## src/rtl/fifo_rd_stream.sv

```systemverilog
// Read-side consumer for the dual-clock FIFO: issues reads, captures the registered
// read data and re-presents it on a valid/ready stream through a 2-entry skid buffer.
module fifo_rd_stream #(
    parameter int DATA = 14,
    parameter int CNTW = 16
) (
    input  logic            rclk,
    input  logic            rst,
    input  logic            en,
    input  logic            fifo_empty,
    input  logic [DATA-1:0] fifo_data,
    output logic            fifo_r_en,
    output logic [DATA-1:0] m_data,
    output logic            m_valid,
    input  logic            m_ready,
    output logic [CNTW-1:0] rd_count,
    output logic            idle
);

    logic [1:0]      occ;
    logic [1:0]      occ_after_pop;
    logic [1:0]      occ_next;
    logic            inflight;
    logic [DATA-1:0] slot1;
    logic [DATA-1:0] head_next;
    logic [DATA-1:0] slot1_next;
    logic            pop;
    logic [2:0]      committed;

    assign pop = m_valid & m_ready;

    // Words already owed a buffer slot once this cycle's pop retires; a new read is
    // only issued when it is guaranteed somewhere to land.
    assign committed = 3'(occ) + 3'(inflight) - 3'(pop);
    assign fifo_r_en = rst & en & ~fifo_empty & (committed < 3'd2);

    assign idle = (occ == 2'd0) & ~inflight;

    // NOTE: every output of this block gets a default first, so no path leaves a
    // variable unassigned and no latch is inferred.
    always_comb begin
        head_next     = m_data;
        slot1_next    = slot1;
        occ_after_pop = occ;
        if (pop) begin
            occ_after_pop = occ - 2'd1;
            if (occ == 2'd2) begin
                head_next = slot1;
            end
        end
        occ_next = occ_after_pop;
        if (inflight) begin
            if (occ_after_pop == 2'd0) begin
                head_next = fifo_data;
            end else begin
                slot1_next = fifo_data;
            end
            occ_next = occ_after_pop + 2'd1;
        end
    end

    // NOTE: state registers use non-blocking assignments so every flop samples the
    // values from before the edge; the two data slots are reset too, so m_data
    // comes up as zero rather than whatever the flops power up with.
    always_ff @(posedge rclk or negedge rst) begin
        if (!rst) begin
            occ      <= 2'd0;
            inflight <= 1'b0;
            m_valid  <= 1'b0;
            m_data   <= '0;
            slot1    <= '0;
            rd_count <= '0;
        end else begin
            occ      <= occ_next;
            inflight <= fifo_r_en;
            m_valid  <= (occ_next != 2'd0);
            m_data   <= head_next;
            slot1    <= slot1_next;
            rd_count <= rd_count + CNTW'(pop);
        end
    end

    // A capture arriving while both slots stay full would drop a word.
    a_no_overflow : assert property (@(posedge rclk) disable iff (!rst)
        !(inflight && occ_after_pop == 2'd2));

    a_no_read_when_empty : assert property (@(posedge rclk) disable iff (!rst)
        !(fifo_r_en && fifo_empty));

endmodule

```

## config.mk

```make
export PLATFORM = sky130hd
export DESIGN_NAME = fifo_rd_stream
export DESIGN_NICKNAME = d
export VERILOG_FILES = /design/src/rtl/fifo_rd_stream.sv
export SDC_FILE = /design/constraint.sdc
export NUM_CORES = 1
export LEC_CHECK = 0
export BUFFER_PORTS_ARGS = -buffer_cell sky130_fd_sc_hd__buf_4
export CAP_MARGIN = 0
export CELL_PAD_IN_SITES_DETAIL_PLACEMENT = 0
export CELL_PAD_IN_SITES_GLOBAL_PLACEMENT = 1
export CORE_MARGIN = 5
export CORE_UTILIZATION = 44
export CTS_CLUSTER_SIZE = 10
export DETAILED_ROUTE_END_ITERATION = 16
export GPL_TIMING_DRIVEN = 0
export HOLD_SLACK_MARGIN = 0.08
export PLACE_DENSITY_LB_ADDON = 0.05
export SYNTH_ARGS = -nofsm -noshare
export SYNTH_HDL_FRONTEND = slang
export SYNTH_SLANG_ARGS = --single-unit
```

## constraint.sdc

```tcl
create_clock -name rclk -period 3.1 [get_ports rclk]
set_clock_uncertainty 0.05 [all_clocks]
set_input_delay 0.31 -clock rclk [delete_from_list [all_inputs] [get_ports rclk]]
set_output_delay 0.31 -clock rclk [all_outputs]
set_load 0.005 [all_outputs]
```

### Yosys cells after proc, flatten, opt, wreduce, memory -nomap -nowiden

Cells that the tools add are included.

* register bits: 48
* bits of input ports: 19

* $add $sub $neg: 5
* $lt $le $gt $ge: 1
* equal/unequal tests: 1
* muxes and demuxes: 6
* bitwise logic cells: 8
* reductions and logical operators: 4

Operators by type and width (number)
* 2-to-1 mux 14 bit: 4
* adder 16 x 1 -> 16 bit: 1
* bitwise AND 1 bit: 5
* zero test 2 bit: 2
* 2-to-1 mux 2 bit: 2
* adder 2 x 1 -> 3 bit: 1
* less-than comparator 3 x 2 -> 1 bit, second input constant: 1
* NOT 1 bit: 3
* subtractor 3 x 1 -> 3 bit: 1
* adder 2 x 1 -> 2 bit, second input constant: 1
* equality test 2 bit, second input constant: 1
* AND reduction 2 bit: 1
* nonzero test 2 bit: 1
* subtractor 2 x 1 -> 2 bit, second input constant: 1

### Logic depth before layout (Yosys ltp)

Gate-level depths: netlist (run 1).

* word-level depth: 5
* mapped depth: 10
* gate-level depth less buffers: 8

### Least setup slack after synthesis (run 1)

OpenSTA, ideal clock, no wires.

* kind: reg-to-output
* from: register m_valid
* to: output port fifo_r_en
* arrival: 1680 ps
* required time: 2740 ps
* path slack: 1060 ps
* stages on the path, launching flop included: 8
* path buffers: 1
* cell sequence: dfrtp_1 > and2_1 > buf_2 > xnor2_1 > nand2b_1 > fa_1 > nand4b_1 > nor2_1

* word-level cells in the longest chain between the ends: 4

RTL lines
* start: declaration: RTL line 14 `output logic m_valid,`
* start signal: assignment: RTL line 76 `m_valid <= (occ_next != 2'd0);`
* bitwise AND 1 bit: RTL line 30 `assign pop = m_valid & m_ready;`
* subtractor 3 x 1 -> 3 bit: RTL line 34 `assign committed = 3'(occ) + 3'(inflight) - 3'(pop);`
* less-than comparator 3 x 2 -> 1 bit: RTL line 35 `assign fifo_r_en = rst & en & ~fifo_empty & (committed < 3'd2);`
* bitwise AND 1 bit: RTL line 35
* end: declaration: RTL line 12 `output logic fifo_r_en,`

No other way between the ends.

### Final worst setup path (run 1)

Ends and elaborated chain as after synthesis.

==> reports/results.txt, run 1 <==
Fill cells - 432
GR met1 Demand/Resource - 19.1%
Nets - 265
Clock root buffer - clkbuf_8
Multi-input logic area - 893 sq um
CTS clock-pin slew for the worst setup and hold paths - 0.09 ns
Avg Cell Area, Syn - 11.8 sq um
Total power draw - 2130 uW
GRT Total Usage - 14.6%
Clock buffer depth - 2
Worst slew pin tran - 0.609 ns
Initial antenna violation count - 0
WL per Instance - 13.9 um
Met3 usage - 4.29%
Synth Register Bits - 48
Layer with the highest usage - met2
Met2 Use GR - 23.6%
TritonCTS Buffers - 5
Row cnt - 25
PostCTS Resize Cnt - 0
Post-DP HPWL - 3130 um
Io pins - 52
Cell area after synthesis - 0.00216 sq mm
Yosys top cell by area - dfrtp_1
Die Wd - 80.0 um
CTS tree - done
Post-Syn Nets - 206
Sw frac - 32.1%
CP Launch Type - register
Clock group share of total power - 17.7%
Combinational share of power - 34.5%
WP buf/inv - 2
Power per standard cell area - 782 mW/mm^2
Peak VDD IR - 0.000439 V
Starting Density - 45.3%
Slowest cell on crit path - fa_1
Max Freq - 0.391 GHz
Final setup violation count - 0
Max transition margin - 59.4%
DR DRC count - 0
GP Congestion - 0.777
Die area - 0.00640 sq mm
Detailed Route WL - 4300 um
Kind of critical path - reg2out
Worst skew pair latency - 0.30 ns
Critical Path Sink Type - primary output
Top Family by Delay on Critical Path - simple AND/OR/NAND/NOR gates
Fraction of layout cells with a size suffix above 1 - 29.8%
Post-DRT Antenna Nets - 0
Leakage power - 0.00138 uW
Die Y-Extent - 80.0 um
DR vias/cell - 4.90
Arrival @ worst endpoint - 2.20 ns
Yosys top cell area share - 55.7%
# port buffers - 51
CP peak stage delay - 0.50 ns
Ant diodes - 0
Core Region - 0.00475 sq mm
Fin crit period - 2.56 ns
Seq/Total Area, Yosys - 55.7%
First-pass GRT wire length - 7270 um
Outcome - completed
RSZ-0062 raised after global routing - false
Seq pwr share - 47.8%
Leading post-synthesis cells by cell area - dfrtp_1 56%, mux2i_1 6.5%, xnor2_1 5.3%, mux2_1 5.2%, nand2_1 3.8%
CP required - 2.74 ns
Final TNS setup - 0 ns
Max Cap Violations - 0
Max-slew violations - 0
Critical-path cell list - and2_1 > buf_2 > xnor2_1 > nand2b_1 > fa_1 > nand4b_1 > nor2_1 > buf_4
Hold Fails Final Rpt - 0
Clk sink count - 48
Number of iterations in the first detailed-routing pass - 4
Gate Count Post-Synth - 182
Vias in the first global route - 1534
Yosys cell types - 30
Htree depth - 2
Initial drt markers - 54
Top fanout value on the critical path - 5
Synth warnings - 0
Largest net degree at the start of global routing - 50
Detailed-route via count - 1514
Area Overhead vs Synth - 26.4%
Internal power - 1450 uW
Sequential cell area - 0.00120 sq mm
Hold WC Path Type - in2reg
P_sw - 685 uW
Grt total ovfl - 0
Final period utilization - 82.6%
==> registers in the layout (all words and copies together), names as in the netlist <==
| name | count |
|---|---|
| m_valid | 1 |
| rd_count | 16 |
| inflight | 1 |
| m_data | 14 |
| slot1 | 14 |
| occ | 2 |
==> per-layer routing <==
layer	vias to the layer above	part of all wire, %
met5	-	0
met4	0	1.1
met3	6	6.4
met2	43	48
met1	730	45
li1	735	-
==> synth_stat cells <==
library cell,instances
dfrtp_1,48
nand2_1,22
mux2i_1,14
xnor2_1,13
mux2_1,10
o21ai_1,10
o21ai_0,9
nand3_1,8
nor2_1,6
xor2_1,6
buf_2,4
ha_1,4
inv_1,4
mux2_2,4
and2_1,2
clkbuf_1,2
nand4_1,2
nor2b_1,2
and3_1,1
and4_1,1
buf_4,1
buf_6,1
fa_1,1
nand2_2,1
nand2b_1,1
nand4_2,1
nand4b_1,1
nor3_1,1
nor4_4,1
or3_1,1
==> stage by stage <==
stage	instance area, sq um	cells	setup slack [ns]	utilization (%)	hold WS [ns]
6_report	2730	309	0.539	57.3	0.168
3_5_place_dp	2620	300	0.813	55.2	0.315
3_3_place_gp	2620	300	0.860	55.2	0.301
4_1_cts	2730	309	0.498	57.3	0.164
5_1_grt	2730	309	0.373	57.3	0.174
2_1_floorplan	2160	182	1.06	-	-0.0356
==> kinds of logic (layout without fill, tap and decap cells) <==
kind of cell	count (synthesis)	in the layout	synth area share [%]
AO/OA/AOI/OAI	19	19	4.41
XOR/XNOR	19	19	7.72
adder cells (fa/ha/maj)	5	5	3.25
buffers and inverters	12	72	2.84
flip-flops	48	48	55.7
multiplexers	28	28	13.8
AND/OR/NAND/NOR	51	51	12.2
==> worst reg2reg max path, delay by kind of cell (launching register included) <==
family	cells	cell delay, ns
buffers and inverters	3	0.72
AND/OR/NAND/NOR	3	0.29
flip-flops	1	0.46
AO/OA/AOI/OAI	2	0.21
adder cells (fa/ha/maj)	2	0.48
==> cells in the final DEF (no fill, tap or decap) <==
cell type	n
mux2_1	10
clkbuf_8	6
inv_1	4
nand2b_1	1
nand4_1	2
nor3_1	1
buf_4	52
or3_1	1
buf_2	4
nor2_1	6
nand2_2	1
nor4_4	1
fa_1	1
o21ai_1	10
nand4_2	1
and3_1	1
nand4b_1	1
dfrtp_1	48
mux2i_1	14
mux2_2	4
nand3_1	8
clkbuf_1	2
and4_1	1
nor2b_1	2
dlygate4sd3_1	1
clkinv_2	2
xnor2_1	13
buf_6	1
xor2_1	6
ha_1	4
o21ai_0	9
and2_1	2
nand2_1	22
==> power groups by stage <==
stage	sequential, uW	combinational, uW	clock (uW)
2_1_floorplan	1010	428	0
3_3_place_gp	1020	724	0
3_5_place_dp	1030	752	0
4_1_cts	1020	757	395
5_1_grt	1050	834	419
6_report	1020	736	378
==> final cells by class <==
class	instances	area share (%)
tap	67	3.08
sequential	48	44.1
multi-input combinational	122	32.8
inverter	4	0.551
buffer	8	1.70
clock buffer	6	3.03
timing repair buffer	52	14.4
clock inverter	2	0.367
==> what timing repair did <==
action	in CTS	in global routing
endpoints found under the setup margin	0	0
buffers inserted	0	0
hold buffers	1	0
hold endpoints to repair	48	0
==> final timing paths <==
path / to / startpoint / cells past startpoint / slack, ns
worst max-delay path: fifo_r_en / m_valid$_DFF_PN0_ / 8 / 0.54
worst min-delay path: m_data[0]$_DFF_PN0_ / fifo_data[0] / 3 / 0.17
worst max register to register: m_data[13]$_DFF_PN0_ / occ[1]$_DFF_PN0_ / 10 / 0.80
worst min register to register: slot1[4]$_DFFE_PN0P_ / slot1[4]$_DFFE_PN0P_ / 1 / 0.44
max in group asynchronous: m_data[11]$_DFF_PN0_ / rst / 2 / 2.07
min in group asynchronous: m_data[0]$_DFF_PN0_ / rst / 2 / 0.51
Power figures use the tool's default switching activity.
==> inputs of run 2 (changes only) <==
--- a/config.mk
+++ b/config.mk
@@ -5,12 +5,13 @@
 export SDC_FILE = /design/constraint.sdc
 export NUM_CORES = 1
 export LEC_CHECK = 0
+export ABC_AREA = 1
 export BUFFER_PORTS_ARGS = -buffer_cell sky130_fd_sc_hd__buf_4
 export CAP_MARGIN = 0
 export CELL_PAD_IN_SITES_DETAIL_PLACEMENT = 0
 export CELL_PAD_IN_SITES_GLOBAL_PLACEMENT = 1
 export CORE_MARGIN = 5
-export CORE_UTILIZATION = 44
+export CORE_UTILIZATION = 36
 export CTS_CLUSTER_SIZE = 10
 export DETAILED_ROUTE_END_ITERATION = 16
 export GPL_TIMING_DRIVEN = 0
==> constraint.sdc (replaced) <==
create_clock -name rclk -period 2.3 [get_ports rclk]
set_clock_uncertainty 0.05 [all_clocks]
set_input_delay 0.23 -clock rclk [delete_from_list [all_inputs] [get_ports rclk]]
set_output_delay 0.23 -clock rclk [all_outputs]
set_load 0.005 [all_outputs]
==> run 2 against run 1 <==
Synthesized cell count up 46%. Die area rose by 25%. Synthesized area is 5.7% higher. Register-to-register slack worse by 0.66 ns. Cell area rose by 9.1%. Via count rose by 28%. Wire length up 30%. Total power rose by 47%. Global-route usage increased by 0.52 points. Critical path type unchanged. Combinational power rose by 64%.
==> reports/results.txt, run 2 <==
Number of iterations in the first detailed-routing pass - 4 (unchanged)
Sequential cell area - 0.00120 sq mm (+0.21%)
Kind of critical path - reg2out
WL per Instance - 13.5 um (-2.8%)
Finished Core Util - 47.7% (-9.7 points)
EDFF count, synth - 0 (unchanged)
Post-route cell area - 0.00297 sq mm (+9.1%)
GP Congestion - 0.773 (-0.44%)
Critical-path cell list - nand2_8 > nor2_4 > buf_6 > fa_1 > inv_1 > nor4_2 > buf_4
Clock buffer depth - 2 (unchanged)
Sw frac - 36.0% (+3.9 points)
Post-DP Area - 0.00276 sq mm (+5.2%)
DR vias/cell - 4.69 (-4.4%)
Seq/Total Area, Yosys - 52.7% (-3.0 points)
Initial antenna violation count - 0 (unchanged)
GRT Total Usage - 15.2% (+0.52 points)
CP Launch Type - register
Die Y-Extent - 89.6 um (+12%)
Total power draw - 3120 uW (+47%)
TritonCTS Buffers - 5 (unchanged)
Dpl cells - 393 (+31%)
Detailed Route WL - 5580 um (+30%)
CTS clock-pin slew for the worst setup and hold paths - 0.09 ns (about the same)
Leakage power - 0.00145 uW (+4.9%)
Hold Fails Final Rpt - 0 (unchanged)
Gate Count Post-Synth - 265 (+46%)
Max-slew violations - 0 (unchanged)
Htree depth - 2 (unchanged)
Fin crit period - 2.28 ns
Synth Register Bits - 48 (unchanged)
Top reg by flops - rd_count
Min-delay src - fifo_data[13]
P_sw - 1120 uW (+64%)
CP required - 2.02 ns (-0.72 ns)
Highest-count cells in the layout ignoring fill and taps - 63 x buf_4, 60 x nand2_1, 46 x dfrtp_1
Outcome - completed
Row cnt - 29 (+16%)
Worst skew pair latency - 0.29 ns (about the same)
Nets - 360 (+36%)
Yosys top cell area share - 52.7% (-3.0 points)
Area Overhead vs Synth - 30.5%
Worst Setup SP - m_valid$_DFF_PN0_
Slowest cell on crit path - fa_1
Final setup violation count - 0 (unchanged)
RSZ-0062 raised after global routing - true
Grt total ovfl - 0 (unchanged)
WP buf/inv - 3 (+1)
Clock root buffer - clkbuf_8
Clk sink count - 48 (unchanged)
Vias in the first global route - 1958 (+28%)
Fin cells - 413 (+34%)
Leading post-synthesis cells by cell area - dfrtp_1 53%, nand2_1 9.9%, inv_1 5.1%, o21ai_1 5.0%, o21ai_0 4.2%
Predominant post-synthesis flop cell - dfrtp_1
DR DRC count - 0 (unchanged)
CP peak stage delay - 0.49 ns (about the same)
Fill cells - 661 (+53%)
Top fanout value on the critical path - 4 (-1)
Core Region - 0.00624 sq mm (+31%)
Largest net degree at the start of global routing - 50 (unchanged)
CTS tree - done
Die Wd - 89.6 um (+12%)
Avg Cell Area, Syn - 8.60 sq um (-27%)
Final period utilization - 99.2%
Most common cell in the netlist - nand2_1
Power per standard cell area - 1050 mW/mm^2 (+34%)
Seq pwr share - 45.9% (-1.9 points)
R2R Path Start - m_valid$_DFF_PN0_
Post-Syn Nets - 289 (+40%)
Max Freq - 0.438 GHz
Worst slew pin tran - 0.638 ns (+0.0295 ns)
Die area - 0.00802 sq mm (+25%)
Multi-input logic area - 940 sq um (+5.2%)
Io pins - 52 (unchanged)
Cell area after synthesis - 0.00228 sq mm (+5.7%)
First-pass GRT wire length - 9330 um (+28%)
Arrival @ worst endpoint - 2.00 ns (-0.20 ns)
# port buffers - 51 (unchanged)
Max transition margin - 57.5% (-2.0 points)
Post-DRT Antenna Nets - 0 (unchanged)
Peak VDD IR - 0.000498 V (+13%)
Initial drt markers - 67 (+24%)
Top flop regs - rd_count: 16 flops, m_data: 14 flops, slot1: 14 flops
Top post-synthesis cells by count - 60 x nand2_1, 48 x dfrtp_1, 31 x inv_1, 23 x o21ai_1, 21 x nor2_1
Ys async rst share - 100% (unchanged)
Final TNS setup - 0 ns (unchanged)
Top Family by Delay on Critical Path - adder cells
Combinational share of power - 38.7% (+4.2 points)
Starting Density - 36.5% (-8.8 points)
Ant diodes - 0 (unchanged)
Fraction of layout cells with a size suffix above 1 - 25.9% (-3.9 points)
Clock group share of total power - 15.5% (-2.2 points)
Commonest non-fill, non-tap cell in the layout - buf_4
Synth warnings - 0 (unchanged)
Detailed-route via count - 1935 (+28%)
Yosys top cell by area - dfrtp_1
Yosys cell types - 27 (-10%)
R2R setup slack - 0.14 ns (-0.66 ns)
Internal power - 2000 uW (+38%)
Post-DP HPWL - 3880 um (+24%)
Hold WC Path Type - in2reg
Max Cap Violations - 0 (unchanged)
Critical Path Sink Type - primary output
Largest register FFs - 16 (unchanged)
[run 2: cell count changes in the layout (fill, tap and decap cells not counted), moves of 4 or more]
cell     change
mux2_2       -4
o21ai_0     +10
mux2_1      -10
o21ai_1     +12
nand2_1     +38
inv_1       +26
a21oi_1      +5
buf_4       +11
nor2_1      +14
nor3_1      +12
xnor2_1      -8
mux2i_1     -14
[run 2: worst min-delay path, cell delays in order]
cell	delay (ns)
buf_4	0.08
nand2_1	0.04
o21ai_0	0.06
[run 2: metal layers]
metal / vias up / global-route usage, % / part of all wire, %
met5: - / 0 / 0
met4: 0 / 4.47 / 0.90
met3: 4 / 3.01 / 4.2
met2: 39 / 25.3 / 48
met1: 903 / 19.9 / 46
li1: 989 / - / -
[run 2: logic make-up after synthesis]
kind of cell / share of synthesized area, %
AND/OR/NAND/NOR: 21.4
AO/OA/AOI/OAI: 10.9
flip-flops: 52.7
buffers and inverters: 7.41
XOR/XNOR: 4.61
adder cells (fa/ha/maj): 3.07
[run 2: final cells by class]
cell class | count | area share [%]
timing repair buffer | 64 | 16.4
multi-input combinational | 178 | 31.6
inverter | 31 | 3.91
clock buffer | 6 | 2.44
buffer | 8 | 1.81
clock inverter | 1 | 0.168
tap | 77 | 3.24
sequential | 48 | 40.5
[run 2: worst paths after layout]
kind                                          to  cells after the start
max                                    fifo_r_en                      7
max reg2reg                   inflight$_DFF_PN0_                     11
min reg2reg                slot1[12]$_DFFE_PN0P_                      2
min in group asynchronous     inflight$_DFF_PN0_                      2
max in group asynchronous      m_valid$_DFF_PN0_                      2
min                         m_data[13]$_DFF_PN0_                      3
[run 2: power by group through the flow]
stage / registers [uW] / clock network [uW] / logic [uW]
3_3_place_gp: 1430 / 0 / 1130
6_report: 1430 / 483 / 1210
5_1_grt: 1480 / 529 / 1400
3_5_place_dp: 1440 / 0 / 1140
4_1_cts: 1430 / 506 / 1220
2_1_floorplan: 1410 / 0 / 628
[run 2: what timing repair did]
action	4_1_cts	5_1_grt
hold endpoints to repair	48	0
pin swaps	4	3
buffers inserted	10	3
endpoints found under the setup margin	6	10
gates resized for setup	10	2
hold buffers	1	0
[run 2: metrics by stage]
stage / hold WS, ns / setup slack, ns
6_report: 0.105 / 0.0174
5_1_grt: 0.108 / -0.0489
4_1_cts: 0.0913 / 0.00611
3_5_place_dp: 0.254 / -0.00186
3_3_place_gp: 0.256 / -0.0245
2_1_floorplan: -0.116 / 0.248
